<file path="src/rtl/dmem_arb_pkg.sv">
// Shared types and constants for the data-RAM port arbiter.
// The owner encoding records which master the RAM served in the previous cycle.
package dmem_arb_pkg;

    typedef enum logic [1:0] {
        OWN_NONE,
        OWN_CPU,
        OWN_IO_RD,
        OWN_IO_WR
    } owner_t;

    localparam int unsigned STARVE_CW = 4;

endpackage

</file>
<file path="src/rtl/dmem_arb_starve_ctr.sv">
// IO starvation guard: counts cycles the IO master waits behind the CPU, and
// raises force_io once the count reaches STARVE_MAX.
module dmem_arb_starve_ctr
    import dmem_arb_pkg::*;
#(
    parameter int unsigned STARVE_MAX = 4
) (
    input  logic clock,
    input  logic reset,
    input  logic cpu_req,
    input  logic io_req,
    input  logic io_gnt,
    output logic force_io
);

    localparam logic [STARVE_CW-1:0] MAX_CNT = STARVE_CW'(STARVE_MAX);

    logic [STARVE_CW-1:0] count;

    always_ff @(posedge clock) begin
        if (reset || io_gnt || !io_req) begin
            count <= '0;
        end else if (cpu_req && (count != '1)) begin
            count <= count + 1'b1;
        end
    end

    assign force_io = (count == MAX_CNT);

endmodule

</file>
<file path="src/rtl/dmem_port_arbiter.sv">
// Shares the single-port data RAM between the MEM stage (CPU, priority) and an
// IO/debug master. Define DMEM_ARB_STARVE_GUARD_EN to bound IO starvation.
module dmem_port_arbiter
    import dmem_arb_pkg::*;
#(
    parameter int unsigned ADDR_W     = 32,
    parameter int unsigned DATA_W     = 32,
    parameter int unsigned STARVE_MAX = 4
) (
    input  logic              clock,
    input  logic              reset,
    input  logic              cpu_req,
    input  logic              cpu_we,
    input  logic [ADDR_W-1:0] cpu_addr,
    input  logic [DATA_W-1:0] cpu_wdata,
    output logic [DATA_W-1:0] cpu_rdata,
    output logic              cpu_stall,
    input  logic              io_req,
    input  logic              io_we,
    input  logic [ADDR_W-1:0] io_addr,
    input  logic [DATA_W-1:0] io_wdata,
    output logic              io_gnt,
    output logic              io_rvalid,
    output logic [DATA_W-1:0] io_rdata,
    output logic              mem_en,
    output logic              mem_we,
    output logic [ADDR_W-3:0] mem_addr,
    output logic [DATA_W-1:0] mem_wdata,
    input  logic [DATA_W-1:0] mem_rdata
);

    if (STARVE_MAX < 1 || STARVE_MAX > 15) begin : g_bad_starve_max
        $error("dmem_port_arbiter: STARVE_MAX must be in 1..15");
    end

    owner_t            owner_q;
    owner_t            owner_next;
    logic              cpu_grant;
    logic              io_grant;
    logic              force_io;
    logic              cpu_route;
    logic              io_route;
    logic [DATA_W-1:0] cpu_rdata_q;
    logic [DATA_W-1:0] io_rdata_q;

    // Word access only: the byte offset is deliberately dropped.
    logic unused_addr_lsbs;
    assign unused_addr_lsbs = ^{cpu_addr[1:0], io_addr[1:0]};

`ifdef DMEM_ARB_STARVE_GUARD_EN
    dmem_arb_starve_ctr #(
        .STARVE_MAX(STARVE_MAX)
    ) u_starve_ctr (
        .clock   (clock),
        .reset   (reset),
        .cpu_req (cpu_req),
        .io_req  (io_req),
        .io_gnt  (io_grant),
        .force_io(force_io)
    );
`else
    assign force_io = 1'b0;
`endif

    always_comb begin
        io_grant   = !reset && io_req && (!cpu_req || force_io);
        cpu_grant  = !reset && cpu_req && !io_grant;
        mem_en     = 1'b0;
        mem_we     = 1'b0;
        mem_addr   = '0;
        mem_wdata  = '0;
        owner_next = OWN_NONE;
        if (cpu_grant) begin
            mem_en     = 1'b1;
            mem_we     = cpu_we;
            mem_addr   = cpu_addr[ADDR_W-1:2];
            mem_wdata  = cpu_wdata;
            owner_next = OWN_CPU;
        end else if (io_grant) begin
            mem_en     = 1'b1;
            mem_we     = io_we;
            mem_addr   = io_addr[ADDR_W-1:2];
            mem_wdata  = io_wdata;
            owner_next = io_we ? OWN_IO_WR : OWN_IO_RD;
        end
    end

    always_ff @(posedge clock) begin
        if (reset) begin
            owner_q     <= OWN_NONE;
            cpu_rdata_q <= '0;
            io_rdata_q  <= '0;
        end else begin
            owner_q <= owner_next;
            if (cpu_route) cpu_rdata_q <= mem_rdata;
            if (io_route)  io_rdata_q  <= mem_rdata;
        end
    end

    // Reset masks the routing so an outstanding IO read never reports rvalid.
    assign cpu_route = !reset && (owner_q == OWN_CPU);
    assign io_route  = !reset && (owner_q == OWN_IO_RD);

    assign cpu_rdata = cpu_route ? mem_rdata : cpu_rdata_q;
    assign io_rdata  = io_route  ? mem_rdata : io_rdata_q;
    assign io_rvalid = io_route;
    assign io_gnt    = io_grant;
    assign cpu_stall = !reset && cpu_req && !cpu_grant;

endmodule

</file>
<file path="config.mk">
export PLATFORM = sky130hd
export DESIGN_NAME = dmem_port_arbiter
export DESIGN_NICKNAME = d
export VERILOG_FILES = /design/src/rtl/dmem_arb_pkg.sv /design/src/rtl/dmem_arb_starve_ctr.sv /design/src/rtl/dmem_port_arbiter.sv
export SDC_FILE = /design/constraint.sdc
export NUM_CORES = 1
export LEC_CHECK = 0
export BUFFER_PORTS_ARGS = -buffer_cell sky130_fd_sc_hd__buf_2
export CAP_MARGIN = 15
export CORE_AREA = 2 2 115 117
export DETAILED_ROUTE_END_ITERATION = 10
export DIE_AREA = 0 0 117 119
export HOLD_SLACK_MARGIN = 0.02
export PLACE_DENSITY = 0.67
export SYNTH_ARGS = -nofsm -noshare
export SYNTH_HDL_FRONTEND = slang
export SYNTH_SLANG_ARGS = --single-unit
</file>
<file path="constraint.sdc">
create_clock -name clock -period 1.5 [get_ports clock]
set_input_delay 0.075 -clock clock [delete_from_list [all_inputs] [get_ports clock]]
set_output_delay 0.075 -clock clock [all_outputs]
set_load 0.01 [all_outputs]
</file>
==> metrics, run 1 <==
status complete, but fails checks; failing checks negative setup slack; crit-path max cell delay 0.37 ns; 1st-iter DRT viols 326; clock root cell clkbuf_16; Core Footprint 12870 um^2; Pleak 3.211 nW; nature of the critical path startpoint flip-flop; crit-path cells nand2b_4 > nor2_8 > clkbuf_16 > mux2_2 > buf_6; Avg WL per Cell 16.96 um; Post-Synthesis Net Count 682; All-Layer GR Usage 22.52%; top fanout value on the critical path 11; drt pass-1 iters 6; Post-Syn Area 4136 um^2; Max stage delay cell, worst path mux2_2; vias in the first global route 4623; Final Skew 0.006901 ns; Cells after Synth 516; initial core utilization 32.13%; clk buf depth 2; ANT nets after route 0; maxcap violations 0; critical path arrival 1.71 ns; Fmax 558.7 MHz; row count 42; Seq/Total Area, Yosys 31.94%; Final min period 1.790 ns; final hold violation count 0; min-delay worst type in -> reg; kind of cell adding the most delay to the critical path multiplexers; largest net degree at the start of global routing 57; Clock Latency Late Sink 0.33 ns; post-route non-filler standard cell count 993; post-synthesis cell type count 19; Sink Count 66; vias per cell 4.882; Die Y 119 um; Routed WL 16840 um; post-route setup slack -0.2900 ns; Yosys warning total 0; Die ar. 13920 um^2; Critical Path RT 1.42 ns; H-Tree Depth 3; dpl cells 948; CTS Buf Count 9; via count of the routed design 4848; CP endpoint kind primary output; Slew Limit Fails 0; kind of critical path reg -> out; Die Wd 117 um; share of cells above drive strength 1 48.47%; Syn Area/Cell 8.016 um^2; RSZ-0062 raised after global routing true; Max IR drop VDD 458.7 uV; Port Buffers 291; gpl congestion 0.8647; synthesis-to-finish area growth 61.83%; Post-DP HPWL 11510 um; Tcrit/Tclk final 119.3%; relative slew slack 61.19%; Ports 297; register clock-pin slew on the reported worst setup and hold paths 0.05 ns; gr ovfl total 0; first-pass GRT wire length 24270 um; crit path buf inv count 2; nets 982; Final setup violation count 64; Seq cells post-synth 66; TritonCTS clock tree done; DRC viols 0; Setup WS pre-CTS 0.005179 ns; initial antenna violation count 3; Worst-Margin Slew 0.5821 ns; power per cell area 766.3 nW/um^2; Ant. Diodes 0
cells in the final DEF (no fill, tap or decap):
master,n
a22oi_1,61
nand2_1,130
nor2b_2,1
nor2b_4,1
a21oi_1,67
clkbuf_16,11
nor2_1,64
clkinv_2,1
dfxtp_1,64
nand2b_4,2
clkbuf_8,1
and2b_1,1
buf_12,6
mux2_2,7
buf_16,1
conb_1,1
clkbuf_1,1
buf_2,248
buf_6,42
buf_4,12
buf_8,2
nor2_8,2
dlygate4sd3_1,28
nor2b_1,2
mux2_4,57
dfxtp_4,2
nand3b_1,2
cell usage after synthesis (all sizes together):
cell | number | area [um^2]
nand2 | 130 | 488.0
a21oi | 67 | 335.3
dfxtp | 66 | 1321
nor2 | 66 | 280.3
mux2 | 64 | 837.1
a22oi | 61 | 457.9
buf | 42 | 315.3
clkbuf | 10 | 37.54
nor2b | 4 | 25.02
nand2b | 2 | 12.51
nand3b | 2 | 15.01
and2b | 1 | 7.510
conb | 1 | 3.750
timing repair:
action	CTS	global route
gates cloned	2	1
pin swaps	1	1
endpoints found under the hold margin	42	0
buffers inserted	2	0
hold buffers	28	0
setup endpoints to repair	64	65
gates resized for setup	39	44
where the power goes:
| group | internal [W] | switching (W) | total (W) |
|---|---|---|---|
| sequential | 0.00183 | 0.0000413 | 0.00187 |
| combinational | 0.000744 | 0.000698 | 0.00144 |
| clock | 0.00112 | 0.000695 | 0.00182 |
through the flow:
stage | util (%) | power, W | hold WS [ns] | instance area [um^2] | TNS [ns]
final | 51.99 | 0.005129 | 0.02738 | 6694 | -14.58
after global routing | 51.99 | 0.005379 | 0.03443 | 6694 | -17.70
after CTS | 50.01 | 0.005066 | 0.02017 | 6439 | -15.67
after detailed placement | 43.98 | 0.003105 | 0.3517 | 5663 | 0
after global placement | 43.98 | 0.003095 | 0.3459 | 5663 | 0
after floorplan | - | 0.002558 | 0.2110 | 4136 | 0
kinds of logic after synthesis:
kind of cell | count (synthesis) | share of synthesized area, %
simple gates | 205 | 20.02
compound gates | 128 | 19.18
flops | 66 | 31.94
mux | 64 | 20.24
buf+inv | 52 | 8.530
other cells | 1 | 0.09066
metal layers:
layer	up-vias	GRT usage [%]	share of wire, %
met3	32	6.005	6.8
li1	2359	-	-
met5	-	0	0.14
met2	209	39.20	52
met4	4	8.088	2.7
met1	2244	26.18	38
flip-flops by register name, indices dropped and copies added (netlist names):
name         count
owner_q          2
io_rdata_q      32
cpu_rdata_q     32
worst register-to-register path: cells and delay by family, from the launching register on:
family	cells	cell delay (ns)
buffers and inverters	1	0.37
DFF	1	0.37
AOI/OAI and AO/OA	1	0.18
and+or+nand+nor	2	0.29
cell type report:
type | instances | area [um^2]
Fill cell | 1247 | 6181
Multi-Input combinational cell | 398 | 2585
Timing Repair Buffer | 341 | 2312
Sequential cell | 66 | 1329
Clock buffer | 11 | 242.7
Tap cell | 176 | 220.2
Clock inverter | 1 | 5.005
final timing paths:
| kind | slack (ns) | cells after the start | from | endpoint |
|---|---|---|---|---|
| max | -0.29 | 5 | owner_q[1] | cpu_rdata[14] |
| min | 0.03 | 3 | io_we | owner_q[0] |
| max reg2reg | 0.23 | 4 | owner_q[1] | cpu_rdata_q[29] |
| min reg2reg | 0.45 | 2 | cpu_rdata_q[21] | cpu_rdata_q[21] |
No activity file was read; power rests on OpenSTA's default activity.
==> run 2: changes to the inputs <==
Settings changed: RECOVER_POWER set to 25.
==> metrics, run 2 (same netlist as run 1, synthesis figures left out) <==
register clock-pin slew on the reported worst setup and hold paths 0.05 ns; Final setup violation count 99; largest net degree at the start of global routing 57; kind of critical path reg -> out; H-Tree Depth 3; row count 42; Final Skew 0.006850 ns; drt pass-1 iters 5; Fmax 557.6 MHz; Regs by FF count cpu_rdata_q: 32 flops, io_rdata_q: 32 flops, owner_q: 2 flops; Filler Cell Count 1249; Clock Latency Late Sink 0.33 ns; most frequent cells in the layout buf_2, nand2_1, a21oi_1; failing checks negative setup slack; synthesis-to-finish area growth 61.22%; Register Area 1329 um^2; Port Buffers 291; Tcrit/Tclk final 119.6%; nature of the critical path startpoint flip-flop; share of cells above drive strength 1 48.35%; Ports 297; DRC viols 0; Clock power frac 35.5%; initial core utilization 32.13%; vias in the first global route 4623; Switching Share 28.04%; critical path arrival 1.72 ns; NetSw 0.001437 W; gr ovfl total 0; clock root cell clkbuf_16; vias per cell 4.885; 1st-iter DRT viols 371; min-delay worst type in -> reg; Comb power frac 28.0%; Pleak 3.200 nW; maxcap violations 0; Max IR drop VDD 461.8 uV; relative slew slack 22.91%; TritonCTS clock tree done; ANT nets after route 0; CP endpoint kind primary output; Routed WL 16840 um; Seq pwr share 36.5%; Die Wd 117 um; top fanout value on the critical path 11; setup tns final -16.16 ns; design area 6669 um^2; Hold WS 0.02377 ns; gpl congestion 0.8647; Core Footprint 12870 um^2; final hold violation count 0; Post-DP HPWL 11510 um; Multi-input gate area 2577 um^2; status complete, but fails checks; Die ar. 13920 um^2; Sink Count 66; Slew Limit Fails 0; CTS Buf Count 9; power per cell area 768.4 nW/um^2; Tot Pwr 0.005124 W; commonest non-fill, non-tap cell in the layout buf_2; clk buf depth 2; Internal Pwr Total 0.003688 W; Ant. Diodes 0; All-Layer GR Usage 22.52%; Avg WL per Cell 16.95 um; nets 982; Worst-Margin Slew 1.156 ns; Final min period 1.793 ns; Critical Path RT 1.42 ns; Die Y 119 um; post-route setup slack -0.2934 ns; initial antenna violation count 3; via count of the routed design 4851; RSZ-0062 raised after global routing true; Cell Area, Placed 5663 um^2; first-pass GRT wire length 24270 um
## run 2: power groups by stage
stage / clock, W / combinational (W) / sequential, W
2_1_floorplan: 0 / 0.000666 / 0.00189
3_3_place_gp: 0 / 0.00119 / 0.00190
3_5_place_dp: 0 / 0.00120 / 0.00190
4_1_cts: 0.00185 / 0.00134 / 0.00187
5_1_grt: 0.00194 / 0.00155 / 0.00188
6_report: 0.00182 / 0.00143 / 0.00187
## run 2: metal layers
layer / part of all wire, % / global-route usage, %
met2: 52 / 39.20
met1: 39 / 26.18
met5: 0.14 / 0
met3: 6.4 / 6.005
met4: 2.9 / 8.088
## run 2: worst max-delay path, stage by stage, from the launching register on
cell       delay (ns)
dfxtp_4          0.35
nand2b_4         0.17
nor2_8           0.16
clkbuf_16        0.21
mux2_2           0.37
buf_6            0.13
## run 2: path summary, 6_finish.rpt
kind                    from              end  slack, ns  depth (start not counted)
min                    io_we       owner_q[0]       0.02                          3
max reg2reg       owner_q[1]  cpu_rdata_q[29]       0.24                          4
min reg2reg  cpu_rdata_q[21]  cpu_rdata_q[21]       0.45                          2
max               owner_q[1]    cpu_rdata[14]      -0.29                          5
## run 2: area by class of cell
| cell class | instances | area share [%] |
|---|---|---|
| Tap cell | 176 | 3.302 |
| Clock buffer | 11 | 3.640 |
| Timing Repair Buffer | 341 | 34.41 |
| Sequential cell | 66 | 19.92 |
| Multi-Input combinational cell | 398 | 38.65 |
| Clock inverter | 1 | 0.07505 |
## run 2: what timing repair did
item	4_1_cts	5_1_grt
pin swaps	1	1
gates resized for setup	39	44
buffers inserted	2	0
cloned	2	1
endpoints found under the setup margin	64	65
hold buffers	28	0
hold endpoints to repair	42	0
## run 2: through the flow
step / worst slack, ns / utilization (%) / std cells
2_1_floorplan: 0.2042 / - / 516
3_3_place_gp: 0.04262 / 43.98 / 948
3_5_place_dp: 0.005179 / 43.98 / 948
4_1_cts: -0.2978 / 50.01 / 992
5_1_grt: -0.3277 / 51.80 / 993
6_report: -0.2934 / 51.80 / 993
==> run 3: changes to the inputs <==
Clock period 1.5 ns to 1.97 ns, I/O delays scaled along.
==> metrics, run 3 (same netlist as run 1, synthesis figures left out) <==
kind of critical path reg -> out; ANT nets after route 0; setup tns final 0 ns; initial core utilization 32.13%; Top Layer Used met5; largest net degree at the start of global routing 82; Post-DP HPWL 11500 um; Clock Latency Late Sink 0.31 ns; power per cell area 658.2 nW/um^2; min-delay worst type in -> reg; Register Area 1321 um^2; Slew Limit Fails 0; Resized cells post-CTS 0; Die Y 119 um; Post-CTS Hold Buffers 0; register clock-pin slew on the reported worst setup and hold paths 0.05 ns; Die Wd 117 um; Avg WL per Cell 15.47 um; Regs by FF count cpu_rdata_q: 32 flops, io_rdata_q: 32 flops, owner_q: 2 flops; clock root cell clkbuf_16; Filler Cell Count 1383; Critical Path RT 1.87 ns; TritonCTS clock tree done; Worst-Margin Slew 0.9758 ns; RSZ-0062 raised after global routing false; wire length on met2 7796 um; Worst Reg-to-Reg Cells 4; Fmax 541.2 MHz; final hold violation count 0; Pleak 2.848 nW; vias per cell 4.729; Tot Pwr 0.003869 W; row count 42; vias in the first global route 4010; met1 wire length 5935 um; Tcrit/Tclk final 93.80%; commonest non-fill, non-tap cell in the layout buf_2; H-Tree Depth 3; Port Buffers 291; via count of the routed design 4554; clk buf depth 2; nets 949; dpl cells 947; maxcap violations 0; DRC viols 0; cell depth of the worst hold path 3; first-pass GRT wire length 21980 um; Core Footprint 12870 um^2; synthesis-to-finish area growth 42.11%; R2R setup slack 0.35 ns; Ports 297; share of cells above drive strength 1 46.06%; status finished clean; All-Layer GR Usage 20.45%; CTS Buf Count 9; 1st-iter DRT viols 331; most frequent cells in the layout buf_2, nand2_1, a21oi_1; Routed WL 14890 um; gpl congestion 0.8759; initial antenna violation count 3; postcts setup bufs 0; Sink Count 66; Final setup violation count 0; critical path arrival 1.75 ns; Final min period 1.848 ns; Final Skew 0.006021 ns; drt pass-1 iters 5; Max IR drop VDD 398.6 uV; top fanout value on the critical path 10; Die ar. 13920 um^2; relative slew slack 34.94%; Multi-input gate area 2472 um^2; post-route non-filler standard cell count 963; gr ovfl total 0; met3 wire len 1058 um; CP endpoint kind primary output; nature of the critical path startpoint flip-flop
-- run 3: cell types whose count changed in the layout (fill, tap and decap cells not counted), sizes merged --
cell and delta:
diode +1, buf -32, clkinvlp +1, clkbuf +28
clkinv -1, bufinv +1, dlygate4sd3 -28
-- run 3: area by class of cell --
type,count,area share [%]
multi-input combinational,398,42.06
timing repair buffer,308,26.67
sequential,66,22.48
clock buffer,12,4.364
tap,176,3.746
clock inverter,2,0.6386
antenna,1,0.04257
-- run 3: through the flow --
| step | cell area (um^2) | hold WS (ns) | util, % | setup slack (ns) |
|---|---|---|---|---|
| finish | 5878 | 0.04800 | 45.66 | 0.1221 |
| global route | 5878 | 0.03897 | 45.66 | 0.04013 |
| CTS | 5912 | 0.03334 | 45.92 | 0.01830 |
| detailed placement | 5618 | 0.3679 | 43.63 | 0.3575 |
| global placement | 5618 | 0.3703 | 43.63 | 0.3881 |
| floorplan | 4136 | 0.2345 | - | 0.6507 |
-- run 3: routing by layer --
metal  vias to the layer above  global-route usage [%]
li1                       2296                       -
met2                       164                   35.08
met5                         -                       0
met4                         2                   4.853
met3                         8                   5.802
met1                      2084                   25.08
-- run 3: worst max-delay path, stage by stage (launching register included) --
cell	delay, ns
dfxtp_1	0.32
nand2b_1	0.23
nor2_8	0.14
buf_4	0.25
mux2_2	0.36
buf_2	0.15
-- run 3: worst paths after layout --
path                                       from              end
worst max-delay path                 owner_q[0]      io_rdata[1]
worst min-delay path               mem_rdata[4]   cpu_rdata_q[4]
worst max register to register       owner_q[1]   cpu_rdata_q[3]
worst min register to register  cpu_rdata_q[30]  cpu_rdata_q[30]
-- run 3: power breakdown --
group / internal (W) / total, W / switching, W
Sequential: 0.00139 / 0.00142 / 0.0000271
Clock: 0.00103 / 0.00156 / 0.000523
Combinational: 0.000410 / 0.000891 / 0.000482
